## src/rtl/draw_sequencer_pkg.sv

```systemverilog
// Shared definitions for the board redraw sequencer: state encoding, grid geometry
// and bus widths.
package draw_sequencer_pkg;

  typedef enum logic [2:0] {
    StIdle,
    StCardGo,
    StCardWait,
    StSymChk,
    StSymGo,
    StSymWait,
    StNext,
    StFin
  } state_e;

  // Board geometry in VGA pixels.
  localparam int unsigned GRID_X0    = 50;
  localparam int unsigned GRID_Y0    = 30;
  localparam int unsigned CELL_PITCH = 20;
  localparam int unsigned NUM_CELLS  = 9;

  localparam int unsigned IDX_W  = 4;
  localparam int unsigned CODE_W = 2;
  localparam int unsigned X_W    = 8;
  localparam int unsigned Y_W    = 7;
  localparam int unsigned COL_W  = 3;

endpackage

```

## src/rtl/draw_sequencer_cell_origin.sv

```systemverilog
// Maps a row-major cell index (0..8) to the pixel origin of that cell on a 3x3 grid.
// Row/column come from range compares and offsets are constant multiples of the
// pitch, so no multiplier is built.
module cell_origin
  import draw_sequencer_pkg::*;
(
  input  logic [IDX_W-1:0] index,
  output logic [X_W-1:0]   cell_x,
  output logic [Y_W-1:0]   cell_y
);

  logic [1:0]       row;
  logic [IDX_W-1:0] col_full;
  logic [1:0]       col;

  // Split the index into row and column without a divider.
  always_comb begin
    row      = 2'd0;
    col_full = index;
    if (index >= IDX_W'(6)) begin
      row      = 2'd2;
      col_full = index - IDX_W'(6);
    end else if (index >= IDX_W'(3)) begin
      row      = 2'd1;
      col_full = index - IDX_W'(3);
    end
    col = col_full[1:0];
  end

  // Origin = grid base + 0, 1 or 2 pitches.
  always_comb begin
    unique case (col)
      2'd1:    cell_x = X_W'(GRID_X0 + CELL_PITCH);
      2'd2:    cell_x = X_W'(GRID_X0 + 2 * CELL_PITCH);
      default: cell_x = X_W'(GRID_X0);
    endcase
    unique case (row)
      2'd1:    cell_y = Y_W'(GRID_Y0 + CELL_PITCH);
      2'd2:    cell_y = Y_W'(GRID_Y0 + 2 * CELL_PITCH);
      default: cell_y = Y_W'(GRID_Y0);
    endcase
  end

endmodule

```

## src/rtl/draw_sequencer.sv

```systemverilog
// Board redraw sequencer: launches the card-background engine once, then the symbol
// engine for every non-blank cell, muxing the active engine's pixel bus to the VGA
// adapter. A per-job watchdog aborts a redraw whose engine never answers.
module draw_sequencer
  import draw_sequencer_pkg::*;
#(
  parameter int unsigned WD_LIMIT = 4095
) (
  input  logic                          clk,
  input  logic                          reset_n,
  input  logic                          start,
  input  logic [NUM_CELLS*CODE_W-1:0]   sym_codes,
  output logic                          card_start,
  input  logic                          card_done,
  input  logic [X_W-1:0]                card_x,
  input  logic [Y_W-1:0]                card_y,
  input  logic [COL_W-1:0]              card_colour,
  input  logic                          card_we,
  output logic                          sym_start,
  output logic [CODE_W-1:0]             sym_sel,
  output logic [X_W-1:0]                sym_x,
  output logic [Y_W-1:0]                sym_y,
  input  logic                          sym_done,
  input  logic [X_W-1:0]                px_x,
  input  logic [Y_W-1:0]                px_y,
  input  logic [COL_W-1:0]              px_colour,
  input  logic                          px_we,
  output logic [X_W-1:0]                x,
  output logic [Y_W-1:0]                y,
  output logic [COL_W-1:0]              colour,
  output logic                          plot,
  output logic                          busy,
  output logic                          done,
  output logic                          error
);

  localparam int unsigned WdW = (WD_LIMIT < 1) ? 1 : $clog2(WD_LIMIT + 1);

  state_e                          state_q;
  logic [NUM_CELLS-1:0][CODE_W-1:0] codes_q;
  logic [IDX_W-1:0]                idx_q;
  logic [WdW-1:0]                  wd_q;
  logic                            card_start_q, sym_start_q, done_q, error_q;
  logic [CODE_W-1:0]               sym_sel_q;
  logic [X_W-1:0]                  sym_x_q, x_q;
  logic [Y_W-1:0]                  sym_y_q, y_q;
  logic [COL_W-1:0]                colour_q;
  logic                            plot_q;

  logic [CODE_W-1:0] cur_code;
  logic [X_W-1:0]    org_x;
  logic [Y_W-1:0]    org_y;
  logic              wd_hit;

  assign cur_code = codes_q[idx_q];
  assign wd_hit   = (wd_q == WdW'(WD_LIMIT));

  cell_origin u_cell_origin (
    .index  (idx_q),
    .cell_x (org_x),
    .cell_y (org_y)
  );

  // Sequencer FSM with registered control outputs; pulses default low each cycle.
  always_ff @(posedge clk or negedge reset_n) begin
    if (!reset_n) begin
      state_q      <= StIdle;
      codes_q      <= '0;
      idx_q        <= '0;
      wd_q         <= '0;
      card_start_q <= 1'b0;
      sym_start_q  <= 1'b0;
      done_q       <= 1'b0;
      error_q      <= 1'b0;
      sym_sel_q    <= '0;
      sym_x_q      <= '0;
      sym_y_q      <= '0;
    end else begin
      card_start_q <= 1'b0;
      sym_start_q  <= 1'b0;
      done_q       <= 1'b0;
      case (state_q)
        StIdle: begin
          if (start) begin
            codes_q      <= sym_codes;
            idx_q        <= '0;
            error_q      <= 1'b0;
            card_start_q <= 1'b1;
            state_q      <= StCardGo;
          end
        end
        StCardGo: begin
          wd_q    <= '0;
          state_q <= StCardWait;
        end
        StCardWait: begin
          // A done pulse in the same cycle as the limit still counts as success.
          if (card_done) begin
            state_q <= StSymChk;
          end else if (wd_hit) begin
            error_q <= 1'b1;
            state_q <= StIdle;
          end else begin
            wd_q <= wd_q + 1'b1;
          end
        end
        StSymChk: begin
          if (cur_code == '0) begin
            state_q <= StNext;
          end else begin
            sym_start_q <= 1'b1;
            sym_sel_q   <= cur_code;
            sym_x_q     <= org_x;
            sym_y_q     <= org_y;
            state_q     <= StSymGo;
          end
        end
        StSymGo: begin
          wd_q    <= '0;
          state_q <= StSymWait;
        end
        StSymWait: begin
          if (sym_done) begin
            state_q <= StNext;
          end else if (wd_hit) begin
            error_q <= 1'b1;
            state_q <= StIdle;
          end else begin
            wd_q <= wd_q + 1'b1;
          end
        end
        StNext: begin
          if (idx_q == IDX_W'(NUM_CELLS - 1)) begin
            done_q  <= 1'b1;
            state_q <= StFin;
          end else begin
            idx_q   <= idx_q + 1'b1;
            state_q <= StSymChk;
          end
        end
        StFin: begin
          state_q <= StIdle;
        end
        default: begin
          state_q <= StIdle;
        end
      endcase
    end
  end

  // Pixel bus: forward whichever engine is being waited on, one cycle late.
  always_ff @(posedge clk or negedge reset_n) begin
    if (!reset_n) begin
      x_q      <= '0;
      y_q      <= '0;
      colour_q <= '0;
      plot_q   <= 1'b0;
    end else if (state_q == StCardWait) begin
      x_q      <= card_x;
      y_q      <= card_y;
      colour_q <= card_colour;
      plot_q   <= card_we;
    end else if (state_q == StSymWait) begin
      x_q      <= px_x;
      y_q      <= px_y;
      colour_q <= px_colour;
      plot_q   <= px_we;
    end else begin
      x_q      <= '0;
      y_q      <= '0;
      colour_q <= '0;
      plot_q   <= 1'b0;
    end
  end

  assign card_start = card_start_q;
  assign sym_start  = sym_start_q;
  assign sym_sel    = sym_sel_q;
  assign sym_x      = sym_x_q;
  assign sym_y      = sym_y_q;
  assign done       = done_q;
  assign error      = error_q;
  assign x          = x_q;
  assign y          = y_q;
  assign colour     = colour_q;
  assign plot       = plot_q;
  assign busy       = (state_q != StIdle);

endmodule
```

## config.mk

```make
export PLATFORM = sky130hd
export DESIGN_NAME = draw_sequencer
export DESIGN_NICKNAME = d
export VERILOG_FILES = /design/src/rtl/draw_sequencer_pkg.sv /design/src/rtl/draw_sequencer_cell_origin.sv /design/src/rtl/draw_sequencer.sv
export SDC_FILE = /design/constraint.sdc
export NUM_CORES = 1
export LEC_CHECK = 0
export ABC_AREA = 1
export CORE_MARGIN = 1
export CORE_UTILIZATION = 44
export CTS_BUF_LIST = sky130_fd_sc_hd__clkbuf_4 sky130_fd_sc_hd__clkbuf_8 sky130_fd_sc_hd__clkbuf_16
export CTS_CLUSTER_SIZE = 10
export DETAILED_ROUTE_END_ITERATION = 16
export PLACE_DENSITY = 0.77
export SYNTH_ARGS = -nofsm -noshare
export SYNTH_HDL_FRONTEND = slang
export SYNTH_HIERARCHICAL = 1
export SYNTH_SLANG_ARGS = --single-unit
```

## constraint.sdc

```tcl
create_clock -name clk -period 1.9 [get_ports clk]
set_clock_uncertainty 0.15 [all_clocks]
set_input_delay 0.57 -clock clk [delete_from_list [all_inputs] [get_ports clk]]
set_output_delay 0.57 -clock clk [all_outputs]
set_load 0.1 [all_outputs]
```

Yosys cells after proc, flatten, opt, wreduce, memory -nomap -nowiden
Cells that the tools add are included.

cells by class
  multiplexer cells = 41
  order comparisons = 3
  reduce and logical (&&, ||, !) cells = 12
  equal/unequal tests = 17
  bitwise logic cells = 1
  $add $sub $neg = 4

operators by type and width
  kind                                                                   number
  12-bit 2-to-1 mux                                                      3
  12-bit one-hot mux with 3 select lines                                 1
  7-bit one-hot mux with 2 select lines                                  2
  3-bit one-hot mux with 8 select lines                                  1
  3-bit 2-to-1 mux                                                       7
  8-bit 2-to-1 mux                                                       2
  7-bit 2-to-1 mux                                                       2
  1-bit 2-to-1 mux                                                       13
  12-bit by 1-bit adder with 12-bit output (second input constant)       1
  12-bit == test (second input constant)                                 1
  3-bit == test (second input constant)                                  4
  2-bit 2-to-1 mux                                                       5
  3-bit nonzero test                                                     3
  2-bit binary-select mux with 4-bit select                              1
  4-bit 2-to-1 mux                                                       2
  2-bit inequality test (second input constant)                          4
  4-bit one-hot mux with 2 select lines                                  1
  3-bit by 2-bit == test with 1-bit output (second input constant)       2
  3-bit AND reduction                                                    2
  4-bit by 5-bit < comparator with 1-bit output (second input constant)  1
  4-bit by 1-bit adder with 4-bit output (second input constant)         1
  2-bit by 1-bit == test with 1-bit output (second input constant)       2
  2-bit == test (second input constant)                                  2
  4-bit == test (second input constant)                                  1
  12 further kinds                                                       14

storage, ports and cells
  word-level logic and storage cells = 101
  register bits after elaboration = 77
  input port bits = 61

Longest topological paths before layout
  word-level depth = 5
  mapped depth = 13
  gate-level depth less buffers = 12

Cells and area by module
Netlist, hierarchy kept.

by module, submodules not included
  module          times used  area each (µm²)  cells an instance  sequential area each (µm²)
  draw_sequencer  1           3682.3           391                1926.8
  cell_origin     1           250.2            39                 0.0

Least setup slack after synthesis
Ideal clock, no wire load.

  path kind = register -> register
  from = reg state_q[0]
  to = reg codes_q[0] in the netlist's numbering
  slack = -83 ps
  cell stages (with the launch flop) = 10
  arrival = 1712 ps
  path buffers = 1
  clock period less this slack = 1983 ps
  required time = 1629 ps
  path through = dfrtp_1 nor2_2 nand2_2 nor2_1 nor2_4 nand2_4 nor2_8 buf_6 nand2_1 o21ai_1

on the way
  word-level cells in the longest chain between the ends = 2

ends and longest elaborated chain
  what                           RTL line              RTL
  start: declaration             draw_sequencer.sv:39  state_e state_q;
  start signal: assignment       draw_sequencer.sv:67  state_q <= StIdle;
  start signal: assignment       draw_sequencer.sv:89  state_q <= StCardGo;
  start signal: assignment       draw_sequencer.sv:94  state_q <= StCardWait;
  3-bit logical NOT              draw_sequencer.sv:82  case (state_q)
  2-bit AND reduction (no line)  -
  end signal: assignment         draw_sequencer.sv:85  codes_q <= sym_codes;
  end: declaration               draw_sequencer.sv:40  logic [NUM_CELLS-1:0][CODE_W-1:0] codes_q;

No other way between the ends.
A chain may end at the register's enable or synchronous reset.

==> impl_metrics.json <==
{
  "status": "complete, but fails checks",
  "violations": "setup timing",
  "place.gp.congestion": 0.894,
  "ys_ff_latch": 77,
  "die_y_um": 96.5,
  "min_period_ns": 1.96,
  "fp.dieArea_um2": 9320,
  "setup_violations": 16,
  "yosys_warnings": 6,
  "stdcell_count": 691,
  "synth_area_um2": 3930,
  "drive_gt1_frac": 0.343,
  "core_area_um2": 8680,
  "worstSetupPathType": "flop to flop",
  "synth.yosys.seq_area_share": 0.490,
  "startpoint_type": "flop",
  "reg2reg_depth": 10,
  "finalCritPeriodShare": 1.03,
  "die_w_um": 96.5,
  "wl_per_cell_um": 14.7,
  "wirelength_um": 10200,
  "nets": 647,
  "hold-path-cell-count": 2,
  "grt_pass1_vias": 3104,
  "dr.pass1.iters": 4,
  "ys_types": 37,
  "cts_root_buffer": "clkbuf_8",
  "grt_pass1_wl_um": 13800,
  "crit_arrival_ns": 2.09,
  "async_flop_share": 1.00,
  "ys.flop_type": "dfrtp_1",
  "min_path_type": "flop to flop",
  "cap_violations": 0,
  "final_util": 0.732,
  "cts_sinks": 77,
  "rsz0062_at_grt": "yes",
  "postRouteAntennaNets": 0,
  "drt-vias-per-instance": 5.02,
  "finalWorstSetupSlack_ns": -0.0603,
  "drc": 0,
  "grt_max_degree": 28,
  "h-tree-depth": 3,
  "num_antenna_cells": 0,
  "area_delta_synth_final_pct": 61.6,
  "syn_avg_cell_area_um2": 9.15,
  "cts_tree": "built",
  "insertion_delay_ns": 0.35,
  "rows": 34,
  "powerDensity_nw_per_um2": 1790,
  "fmax_ghz": 0.510,
  "dp_cells": 644,
  "ioPinCount": 102,
  "routed-via-count": 3469,
  "hold_viol": 0,
  "track_usage": 0.194,
  "cts_made_buffers": 9,
  "dp_hpwl_um": 6520,
  "worstPathRequired_ns": 2.03,
  "place_ws_ns": -0.232,
  "ir_drop_mv": 0.793,
  "start_util": 0.453,
  "synthCells": 430,
  "path_clk_slew_ns": 0.08,
  "grt-ovfl-total": 0,
  "cellLeakagePower_nw": 3.00,
  "synth-edff-count": 0,
  "holdWs_ns": 0.375,
  "slew_violations": 0,
  "clockBufferDepth": 2,
  "crit_path_end_kind": "flop",
  "port_buffers": 101,
  "drt_iter0_drc": 131,
  "finalSetupTns_ns": -0.426,
  "antenna_found_initial": 0,
  "path_max_fanout": 7
}
## area by class of cell
type	instances	area (µm²)
clock inverters	6	62.6
flip-flops and latches	77	1930
well taps	108	135
inverters	49	196
multi-input cells	289	1890
clock buffers	10	138
repair buffers	151	1990
repair inverters	1	8.76
fillers	599	2320
## flip-flops by register name, indices dropped and copies added (netlist names), 2 cells and up
name     flops
sym_y        7
x            8
idx_q        4
state_q      3
colour       3
sym_x        8
codes_q     18
wd_q        12
y            7
sym_sel      2
## final timing paths
kind | endpoint | slack (ns) | startpoint
worst min register to register | codes_q[16]$_DFFE_PN0P_ | 0.37 | codes_q[16]$_DFFE_PN0P_
worst min-delay path | codes_q[16]$_DFFE_PN0P_ | 0.37 | codes_q[16]$_DFFE_PN0P_
worst max-delay path | codes_q[0]$_DFFE_PN0P_ | -0.06 | idx_q[1]$_DFFE_PN0P_
min in group asynchronous | colour[0]$_DFF_PN0_ | 0.52 | reset_n
worst max register to register | codes_q[0]$_DFFE_PN0P_ | -0.06 | idx_q[1]$_DFFE_PN0P_
max in group asynchronous | wd_q[2]$_DFFE_PN0P_ | 0.58 | reset_n
## power by group
| part | internal, mW | switching [mW] | leakage [nW] |
|---|---|---|---|
| Combinational | 2.91 | 4.58 | 1.91 |
| Clock | 0.637 | 0.612 | 0.0943 |
| Sequential | 2.22 | 0.420 | 0.996 |
| Total | 5.76 | 5.61 | 3.00 |
## logic make-up after synthesis
group / after synthesis / synth area share
compound gates: 60 / 0.105
simple gates: 205 / 0.267
xor+xnor: 10 / 0.0223
other cells: 2 / 0.00191
flops: 77 / 0.490
fa+ha+maj: 8 / 0.0255
buf+inv: 68 / 0.0888
## Yosys cell counts (all sizes together), types with 4 or more instances
cell type | count | area [µm²]
nand2 | 115 | 531
dfrtp | 77 | 1930
nand3 | 56 | 315
inv | 48 | 183
o21ai | 31 | 170
nor2 | 24 | 136
a22o | 19 | 166
buf | 15 | 148
xor2 | 9 | 78.8
ha | 8 | 100
a21oi | 5 | 36.3
clkbuf | 4 | 15.0
o31ai | 4 | 30.0
## per-layer routing
layer,global-route usage,up-vias,share of wire
met5,0,-,0
met4,0.0662,0,0.014
met3,0.0399,15,0.049
met2,0.343,87,0.53
met1,0.235,1677,0.41
li1,-,1690,-
## cell usage in the layout, fill, tap and decap left out, types with 4 or more instances in the layout
cell type	count
a22o_1	19
dfrtp_2	4
clkdlybuf4s50_1	59
ha_1	6
inv_2	8
o31ai_1	4
dfrtp_1	73
xor2_1	9
nor2_1	14
buf_12	49
a21oi_1	4
o21ai_0	10
o21ai_1	8
clkbuf_8	10
clkbuf_16	5
nand3_2	8
nand2_2	26
buf_4	35
nand2_4	14
inv_1	39
nand2_1	73
conb_1	5
nand3_1	47
nor2_4	6
o21ai_2	13
## per-stage QoR
stage          instance area (µm²)  total power, mW
6_report                      6350             11.4
5_1_grt                       6350             11.9
4_1_cts                       5820             10.4
3_5_place_dp                  5570             9.10
3_3_place_gp                  5570             8.97
2_1_floorplan                 3950             6.82
## timing repair
item / 4_1_cts / 5_1_grt
cloned: 0 / 9
endpoints found under the hold margin: 20 / 0
buffers inserted: 3 / 18
pin swaps: 2 / 9
gates resized for setup: 4 / 60
hold buffers: 1 / 0
endpoints found under the setup margin: 2 / 45
## worst max-delay path: stages (launching register included)
cell       delay, ns
dfrtp_1         0.48
inv_2           0.13
ha_4            0.18
nand2_4         0.07
nor2_4          0.05
nor2_4          0.12
nand2_4         0.10
nor2_8          0.27
clkbuf_16       0.21
nand2_2         0.04
o21ai_1         0.08
(Power assumes the default switching activity.)
